## config.mk

```make
export PLATFORM = sky130hd
export DESIGN_NAME = flit_link_arbiter
export DESIGN_NICKNAME = d
export VERILOG_FILES = /design/src/rtl/flit_link_arbiter.sv
export SDC_FILE = /design/constraint.sdc
export NUM_CORES = 1
export LEC_CHECK = 0
export CAP_MARGIN = 20
export CORE_MARGIN = 4
export CORE_UTILIZATION = 36
export CTS_CLUSTER_SIZE = 16
export DETAILED_ROUTE_END_ITERATION = 8
export GPL_TIMING_DRIVEN = 0
export MAX_ROUTING_LAYER = met4
export PLACE_DENSITY = 0.93
export SETUP_SLACK_MARGIN = 0.1
export SYNTH_ARGS = -nofsm -noshare
export SYNTH_HDL_FRONTEND = slang
export SYNTH_SLANG_ARGS = --single-unit
export TNS_END_PERCENT = 5
```

## constraint.sdc

```tcl
create_clock -name clk -period 1.92 [get_ports clk]
set_input_delay 0.288 -clock clk [delete_from_list [all_inputs] [get_ports clk]]
set_output_delay 0.288 -clock clk [all_outputs]
set_load 0.02 [all_outputs]
```

## src/rtl/flit_link_arbiter.sv

```systemverilog
// Packet-atomic round-robin arbiter: shares one NoC link among NUM_PORTS sources,
// holding the grant from HEAD to TAIL, with a one-entry registered output stage.
module flit_link_arbiter #(
  parameter int NUM_PORTS       = 4,
  parameter int FLIT_DATA_WIDTH = 32,
  parameter int FLIT_TYPE_WIDTH = 2,
  parameter int FLIT_WIDTH      = FLIT_DATA_WIDTH + FLIT_TYPE_WIDTH
) (
  input  logic                            clk,
  input  logic                            rst,
  input  logic [NUM_PORTS-1:0]            in_valid,
  input  logic [NUM_PORTS*FLIT_WIDTH-1:0] in_flit,
  output logic [NUM_PORTS-1:0]            in_ready,
  output logic                            out_valid,
  output logic [FLIT_WIDTH-1:0]           out_flit,
  input  logic                            out_ready,
  output logic [NUM_PORTS-1:0]            grant,
  output logic                            busy,
  output logic                            proto_err
);

  localparam int PTR_W = (NUM_PORTS > 1) ? $clog2(NUM_PORTS) : 1;

  typedef enum logic {
    S_IDLE,
    S_LOCKED
  } state_t;

  state_t                 r_state;
  logic [NUM_PORTS-1:0]   r_grant;
  logic [PTR_W-1:0]       r_rr_ptr;
  logic                   r_first;
  logic                   r_out_valid;
  logic [FLIT_WIDTH-1:0]  r_out_flit;
  logic                   r_proto_err;

  logic [NUM_PORTS-1:0]   w_elig;
  logic [NUM_PORTS-1:0]   w_pick;
  logic                   w_found;
  logic [FLIT_WIDTH-1:0]  w_sel_flit;
  logic [PTR_W-1:0]       w_gidx;
  logic [PTR_W-1:0]       w_next_ptr;
  logic                   w_can_load;
  logic                   w_xfer;
  logic                   w_sel_head;
  logic                   w_sel_tail;

  // Type bit 0 marks a packet start (HEAD/SINGLE), bit 1 a packet end (TAIL/SINGLE).
  always_comb begin
    for (int i = 0; i < NUM_PORTS; i++) begin
      w_elig[i] = in_valid[i] & in_flit[i*FLIT_WIDTH + FLIT_DATA_WIDTH];
    end
  end

  // Two passes: ports at or above the pointer first, then the wrapped-around ones.
  always_comb begin
    w_pick  = '0;
    w_found = 1'b0;
    for (int i = 0; i < NUM_PORTS; i++) begin
      if (!w_found && w_elig[i] && (PTR_W'(i) >= r_rr_ptr)) begin
        w_pick[i] = 1'b1;
        w_found   = 1'b1;
      end
    end
    for (int i = 0; i < NUM_PORTS; i++) begin
      if (!w_found && w_elig[i] && (PTR_W'(i) < r_rr_ptr)) begin
        w_pick[i] = 1'b1;
        w_found   = 1'b1;
      end
    end
  end

  always_comb begin
    w_sel_flit = '0;
    w_gidx     = '0;
    for (int i = 0; i < NUM_PORTS; i++) begin
      if (r_grant[i]) begin
        w_sel_flit = in_flit[i*FLIT_WIDTH +: FLIT_WIDTH];
        w_gidx     = PTR_W'(i);
      end
    end
  end

  assign w_next_ptr = (w_gidx == PTR_W'(NUM_PORTS-1)) ? '0 : w_gidx + PTR_W'(1);
  assign w_can_load = !r_out_valid || out_ready;
  assign in_ready   = ((r_state == S_LOCKED) && w_can_load) ? r_grant : '0;
  assign w_xfer     = |(in_valid & in_ready);
  assign w_sel_head = w_sel_flit[FLIT_DATA_WIDTH];
  assign w_sel_tail = w_sel_flit[FLIT_DATA_WIDTH+1];

  always_ff @(posedge clk or posedge rst) begin
    if (rst) begin
      r_state     <= S_IDLE;
      r_grant     <= '0;
      r_rr_ptr    <= '0;
      r_first     <= 1'b0;
      r_out_valid <= 1'b0;
      r_out_flit  <= '0;
      r_proto_err <= 1'b0;
    end else begin
      case (r_state)
        S_IDLE: begin
          if (w_found) begin
            r_grant <= w_pick;
            r_first <= 1'b1;
            r_state <= S_LOCKED;
          end
        end
        S_LOCKED: begin
          if (w_xfer) begin
            r_first <= 1'b0;
            if ((w_sel_head && !r_first) || (!w_sel_head && r_first)) begin
              r_proto_err <= 1'b1;
            end
            if (w_sel_tail) begin
              r_grant  <= '0;
              r_rr_ptr <= w_next_ptr;
              r_state  <= S_IDLE;
            end
          end
        end
        default: r_state <= S_IDLE;
      endcase

      // Load and drain may coincide, which keeps the link at one flit per cycle.
      if (w_xfer) begin
        r_out_flit  <= w_sel_flit;
        r_out_valid <= 1'b1;
      end else if (out_ready) begin
        r_out_valid <= 1'b0;
      end
    end
  end

  assign out_valid = r_out_valid;
  assign out_flit  = r_out_flit;
  assign grant     = r_grant;
  assign busy      = (r_state == S_LOCKED);
  assign proto_err = r_proto_err;

endmodule

```

# [Word level (Yosys, flattened, before mapping)]
# Cells that the tools add are included.
[totals] romBits=0 ram_bits=0 inputBits=143 n_memories=0 regBits=44 latch_bits=0
[classes] div=0 magnitude_cmp=8 bitwise=6 addsub=1 reduce_logical=36 shifts=0 n_eq_ne=4 mux=37 mul=0
[ops] op="2-to-1 mux 34 bit" n=4
[ops] op="2-to-1 mux 1 bit" n=23
[ops] op="logical AND 1 bit" n=18
[ops] op="2-to-1 mux 4 bit" n=4
[ops] op="logical NOT 1 bit" n=10
[ops] op="AND reduction 3 bit" n=3
[ops] op="case mux 4 bit (2 select lines)" n=1
[ops] op="2-to-1 mux 2 bit" n=3
[ops] op="bitwise AND 1 bit" n=4
[ops] op="bitwise AND 4 bit" n=1
[ops] op="greater-or-equal comparator 1 x 2 -> 1 bit, first input constant" n=2
[ops] op="greater-or-equal comparator 2 bit, first input constant" n=2
[ops] op="< comparator 1 x 2 -> 1 bit, first input constant" n=2
[ops] op="< comparator 2 bit, first input constant" n=2
[ops] op="inequality test 2 x 1 -> 1 bit, second input constant" n=2
[ops] op="case mux 1 bit (2 select lines)" n=2
[ops] op="OR reduction 4 bit" n=1
[ops] op="adder 2 x 1 -> 2 bit, second input constant" n=1
[ops] op="equality test 2 bit, second input constant" n=1
[ops] op="logical OR 1 bit" n=2
[ops] op="inequality test 2 bit, second input constant" n=1
[ops] op="AND reduction 2 bit" n=1
[ops] op="nonzero test 2 bit" n=1
[ops] op="NOT 1 bit" n=1

# [Depth between registers and ports, before layout]
# Gate-level depths: netlist of run 1.
[logic_depth] ltp_word=33 mapped_depth=6 mapped_depth_nobuf=4

# [Worst setup path before layout of run 1]
# Ideal clock, no wire load.
[synth_path] path_kind="flip-flop to output port" startpoint="register r_grant[3], in the netlist grant[3]" endpoint="output port in_ready[3]" t_required_ns=1.632 stages_incl_launch_ff=4 t_arrival_ns=1.362 setup_slack_ns=0.270 path_cell_list="dfrtp_1 -> buf_2 -> clkbuf_1 -> and3_1"
[synth_via] elab_chain_cells=1
[synth_rtl] element="start, declared" line="30" source="logic [NUM_PORTS-1:0] r_grant;"
[synth_rtl] element="start signal, assigned" line="104" source="r_grant <= w_pick;"
[synth_rtl] element="2-to-1 mux 4 bit" line="86" source="assign in_ready = ((r_state == S_LOCKED) && w_can_load) ? r_grant : '0;"
[synth_rtl] element="end, declared" line="13" source="output logic [NUM_PORTS-1:0] in_ready,"
# No other way between the ends.

# [Worst setup path in the final report of run 1]
[layout_path] startpoint="input port out_ready" endpoint="output port in_ready[0]"
[layout_via] elab_chain_cells=3
[layout_rtl] element="start, declared" line="16" source="input logic out_ready,"
[layout_rtl] element="logical OR 1 bit" line="85" source="assign w_can_load = !r_out_valid || out_ready;"
[layout_rtl] element="logical AND 1 bit" line="86"
[layout_rtl] element="2-to-1 mux 4 bit" line="86"
# No other way between the ends.

==> results.md, run 1 <==
- Routed Antenna Nets: 0
- CP endpoint kind: output port
- Fillers: 585
- Clk sinks: 44
- Vias in the first global route: 3564
- Endpoints failing hold: 0
- PortBufs: 187
- Share of post-route cells with drive strength above 1: 8.62%
- Worst Skew: 0.00992 ns
- Net Sw Power: 3.32 mW
- Initial DRC count: 182
- CP bufs+invs: 2
- Initial Util: 37.0%
- Die Wd: 94.6 um
- Max Slew Vio Count: 0
- Crit Path Class: primary input to output port
- Antenna violations before repair: 0
- TNS Setup: 0 ns
- CP startpoint: out_ready
- Placed Cells: 588
- Fin crit period: 1.78 ns
- Final setup fails: 0
- Top-count cell post-synth: dfrtp_1
- Ant diodes: 0
- Post-DP HPWL: 8.98 mm
- # rows: 31
- Worst setup path endpoint: in_ready[0]
- Dominant cell type by area after synthesis: dfrtp_1
- Top post-synthesis cells by count: 44 x dfrtp_1, 40 x nand2_1, 37 x nor2_1
- Largest delay share family, worst path: buffers and inverters
- Sequential share of the synthesized area: 40.8%
- Worst Tran Pin Value: 0.563 ns
- Non-filler cells in the finished layout: 598
- First-pass GRT wire length: 17.5 mm
- CTS H-tree lvls: 2
- HP Class: primary input to asynchronous set/reset pin
- Worst-path cell chain: clkdlybuf4s50_1 > nand2b_1 > and3_1 > dlygate4sd2_1
- Via count: 3417
- Adder-cell share of the synthesized area: 0%
- GRT Util Overall: 25.7%
- Ys flop type: dfrtp_1
- Post-synth EDFFs: 0
- Seq pwr share: 23.4%
- Routed length per instance: 19.6 um
- # IOs: 188
- Tot Pwr: 7.46 mW
- Max IR drop VDD: 0.822 mV
- Final core utilization: 66.7%
- DRT Pass-1 Iters: 5
- CP startpoint kind: primary input
- Main combinational cell family by area after synthesis: compound AO/OA/AOI/OAI gates
- Min Hold Slack: 0.222 ns
- Clock power share: 7.4%
- # nets final: 642
- Internal: 4.14 mW
- RSZ-0062 raised after global routing: true
- Core area: 7290 um2
- Critical Path Max Stage Delay: 0.46 ns
- Die area: 8950 um2
- Layout area overhead: 80.1%
- Synth Net Count: 444
- Gate Count Post-Synth: 301
- CP arrival: 1.49 ns
- Mux share of post-synthesis cell area: 1.53%
- Synth warn: 0
- Vias per cell: 5.71
- CP required: 1.63 ns
- TritonCTS Buffers: 5
- Final period util: 92.8%
- Gp weighted congestion: 0.910
- Post-synthesis compound-gate area fraction: 37.1%
- DRC Markers: 0
- Crit path depth: 4
- CTS root buffer: clkbuf_8
- Rel. slew slack: 62.5%
- CTS Hold Bufs: 0
- Synth top area cells: dfrtp_1 41%, a221o_1 12%, o211ai_1 8.9%
- Critical R2R Capture: out_flit[12]
- Post-synthesis simple-gate area fraction: 13.3%
- CP Max Fanout: 6
- Max-Cap Viols: 0
- R2R Setup Slk: 0.21 ns
- Mapped Area: 2700 um2
- Synth unique cells: 37
- PD cells: 1530 nW/um2
- Global route overflow: 0
- Clock Path Buffers: 2
- Clk_lat worst skew: 0.29 ns
- Status: finished clean
- Worst path slowest cell: clkdlybuf4s50_1
- Sw frac: 44.5%
- Combinational share of power: 69.2%
- Largest net degree at the start of global routing: 38
- Async set-or-reset flop fraction in the synthesized netlist: 100%
- Post-Synth XOR/XNOR Area: 0.324%
- Syn avg cell area: 8.97 um2
- Synth top area share: 40.8%
- Synth Register Bits: 44
- CTS clk-pin slew, worst paths: 0.09 ns
- Die Y-Extent: 94.6 um
- Routed WL: 11.7 mm
- FF-to-FF path depth: 5
- Fmax: 561 MHz
- FF-to-FF Start: grant[1]
- CTS tree: yes
- Leak: 1.88 nW
## routing by layer
metal	GRT usage, %	part of all wire, %	vias up
met5	-	0	-
met4	8.53	2.2	0
met3	6.61	10	28
met2	45.7	51	196
met1	27.6	37	1636
li1	-	-	1557
## worst min-delay path by stage
stage | from | endpoint | depth (start not counted)
2_1_floorplan | in_flit[133] | out_flit[31] | 2
3_3_place_gp | proto_err | proto_err | 1
3_5_place_dp | proto_err | proto_err | 1
4_1_cts | rst | out_flit[8] | 2
5_1_grt | rst | out_flit[9] | 2
6_report | rst | out_flit[8] | 2
## cell families after synthesis
family,Yosys count
AND/OR/NAND/NOR,88
AO/OA/AOI/OAI,126
multiplexers,3
XOR/XNOR,1
buffers and inverters,39
flip-flops,44
## flip-flops by register name (all words and copies together), names as in the netlist
signal     flops
r_rr_ptr       2
r_first        1
grant          4
out_flit      34
out_valid      1
busy           1
proto_err      1
## repair_timing
action / in CTS / in global routing
endpoints found under the hold margin: 0 / 0
gates resized for setup: 28 / 2
endpoints found under the setup margin: 27 / 12
buffers inserted: 0 / 3
## placed cells by master, fill, tap and decap left out, types with 3 or more instances in the layout
cell type and n:
buf_6 8, nor2_1 37, inv_1 6, a21oi_1 5, a221o_1 32, and3_1 5, o21ai_0 3, buf_4 4
dfrtp_1 41, clkbuf_1 11, clkdlybuf4s50_1 183, dfrtp_2 3, buf_2 8, o211ai_1 32, clkbuf_8 6, nand2_1 40
clkdlybuf4s15_2 3, a31oi_1 33, a21o_1 4
## power groups by stage
| stage | logic, mW | clock network, mW | registers (mW) |
|---|---|---|---|
| floorplan | 2.53 | 0 | 2.22 |
| global placement | 4.90 | 0 | 1.72 |
| detailed placement | 5.05 | 0 | 1.75 |
| CTS | 5.12 | 0.567 | 1.74 |
| global route | 5.56 | 0.610 | 1.80 |
| finish | 5.16 | 0.554 | 1.74 |
## through the flow
step	setup WS, ns	cell area [um2]
6_report	0.139	4870
5_1_grt	0.0770	4870
4_1_cts	0.0705	4840
3_5_place_dp	-0.443	4720
3_3_place_gp	-0.439	4700
2_1_floorplan	0.270	2700
## cell type report
cell class | instances | area, um2 | share of cell area [%]
well taps | 99 | 124 | 2.55
clock buffers | 6 | 72.6 | 1.49
flip-flops and latches | 44 | 1100 | 22.7
multi-input cells | 218 | 1410 | 29.0
plain buffers | 31 | 203 | 4.17
inverters | 8 | 30.0 | 0.617
repair buffers | 191 | 1920 | 39.4
clock inverters | 1 | 5.00 | 0.103
(Power assumes the default switching activity.)
==> inputs of run 2 (changes only) <==
TNS_END_PERCENT = default   (was 5)
==> results.md, run 2 (synthesis gave the netlist of run 1 again) <==
- FF-to-FF Start: grant[1] (unchanged)
- Commonest non-fill, non-tap cells in the layout: 183 x clkdlybuf4s50_1, 41 x dfrtp_1, 40 x nand2_1 (unchanged)
- PD cells: 1540 nW/um2 (was 1530 nW/um2)
- PortBufs: 187 (unchanged)
- Initial DRC count: 184 (was 182)
- Core area: 7290 um2 (unchanged)
- Number of flip-flops in the largest register: 34 (unchanged)
- TritonCTS Buffers: 5 (unchanged)
- Fmax: 574 MHz (was 561 MHz)
- Largest net degree at the start of global routing: 38 (unchanged)
- CTS root buffer: clkbuf_8 (unchanged)
- Fillers: 588 (was 585)
- Clk sinks: 44 (unchanged)
- Most common cell after layout, fill and taps aside: clkdlybuf4s50_1 (unchanged)
- GRT Util Overall: 25.7% (unchanged)
- CTS clk-pin slew, worst paths: 0.09 ns (about the same)
- Worst Skew: 0.00873 ns (was 0.00992 ns)
- RSZ-0062 raised after global routing: true (unchanged)
- Ant diodes: 0 (unchanged)
- Worst Tran Pin Value: 0.561 ns (was 0.563 ns)
- Footprint of the multi-input gates: 1420 um2 (was 1410 um2)
- DRC Markers: 0 (unchanged)
- Clk_lat worst skew: 0.29 ns (about the same)
- Rel. slew slack: 62.6% (was 62.5%)
- Final core utilization: 66.6% (was 66.7%)
- TNS Setup: 0 ns (unchanged)
- Vias in the first global route: 3571 (was 3564)
- Critical R2R Capture: r_rr_ptr[1] (was out_flit[12])
- Gp weighted congestion: 0.910 (unchanged)
- Endpoints failing hold: 0 (unchanged)
- Fin crit period: 1.74 ns (was 1.78 ns)
- Die Y-Extent: 94.6 um (unchanged)
- Final period util: 90.7% (was 92.8%)
- Tot Pwr: 7.47 mW (was 7.46 mW)
- Crit Path Class: flop to output port (was primary input to output port)
- Global route overflow: 0 (unchanged)
- First-pass GRT wire length: 17.5 mm (about the same)
- FF/Latch Area: 1100 um2 (unchanged)
- Initial Util: 37.0% (unchanged)
- Max IR drop VDD: 0.822 mV (about the same)
- CP Max Fanout: 10 (was 6)
- Routed WL: 11.7 mm (about the same)
- CTS H-tree lvls: 2 (unchanged)
- Routed Antenna Nets: 0 (unchanged)
- CTS tree: yes (unchanged)
- Layout area overhead: 79.9% (was 80.1%)
- Vias per cell: 5.68 (was 5.71)
- Die area: 8950 um2 (unchanged)
- Min Hold Slack: 0.220 ns (was 0.222 ns)
- CP arrival: 1.45 ns (was 1.49 ns)
- Leak: 1.87 nW (was 1.88 nW)
- Share of post-route cells with drive strength above 1: 8.85% (was 8.62%)
- Via count: 3386 (was 3417)
- CP startpoint kind: flop (was primary input)
- Routed length per instance: 19.6 um (about the same)
- FF-to-FF path depth: 6 (was 5)
- # IOs: 188 (unchanged)
- R2R Setup Slk: 0.18 ns (was 0.21 ns)
- Clock Path Buffers: 2 (unchanged)
- Post-DP HPWL: 8.98 mm (unchanged)
- CP endpoint kind: output port (unchanged)
- DRT Pass-1 Iters: 4 (was 5)
- Final setup fails: 0 (unchanged)
- Max-Cap Viols: 0 (unchanged)
- Placed inst area: 4720 um2 (unchanged)
- Max Slew Vio Count: 0 (unchanged)
- CP required: 1.63 ns (about the same)
- # rows: 31 (unchanged)
- Antenna violations before repair: 0 (unchanged)
- Final instance area: 4860 um2 (was 4870 um2)
- Status: finished clean (unchanged)
- HP Class: primary input to asynchronous set/reset pin (unchanged)
- # nets final: 640 (was 642)
- Die Wd: 94.6 um (unchanged)
==> run 2: timing repair <==
| item | in CTS | in global routing |
|---|---|---|
| setup buffers | 1 | 0 |
| hold buffers | 0 | 0 |
| endpoints found under the setup margin | 27 | 5 |
| pin swaps | 0 | 0 |
| gates resized for setup | 29 | 6 |
==> run 2: cell type report <==
| class | instances | share of cell area, % |
|---|---|---|
| multi-input cells | 218 | 29.2 |
| well taps | 99 | 2.55 |
| clock inverters | 1 | 0.103 |
| clock buffers | 6 | 1.49 |
| flip-flops and latches | 44 | 22.7 |
| repair buffers | 189 | 39.0 |
| inverters | 8 | 0.618 |
| plain buffers | 31 | 4.28 |
==> run 2: how the worst max path moves through the flow <==
stage | endpoint | start | slack (ns) | cells after the start
final | in_ready[2] | grant[2] | 0.18 | 4
after global placement | in_ready[3] | grant[3] | -0.44 | 4
after CTS | in_ready[0] | out_ready | 0.13 | 4
after global routing | out_flit[10] | grant[1] | 0.1 | 7
after floorplan | in_ready[3] | grant[3] | 0.27 | 3
after detailed placement | in_ready[3] | grant[3] | -0.44 | 4
==> run 2: where the power goes <==
part           switching, mW  internal [mW]  leakage (nW)
Combinational           2.70           2.47          1.32
Clock                  0.307          0.248        0.0410
Sequential             0.320           1.42         0.513
==> run 2: metrics by stage <==
stage	cells	setup slack, ns
after detailed placement	588	-0.443
after floorplan	301	0.270
after CTS	596	0.129
after global placement	587	-0.439
after global routing	596	0.0988
final	596	0.179
==> run 2: worst max-delay path: stages, from the launching register on <==
cell,delay [ns]
dfrtp_2,0.43
buf_6,0.17
buf_6,0.16
and3_1,0.16
clkdlybuf4s15_2,0.25
==> run 2: metal layers <==
layer / part of all wire [%] / GRT usage (%)
met3: 11 / 6.61
met4: 2.4 / 8.53
met2: 51 / 45.7
met1: 36 / 27.7
met5: 0 / -
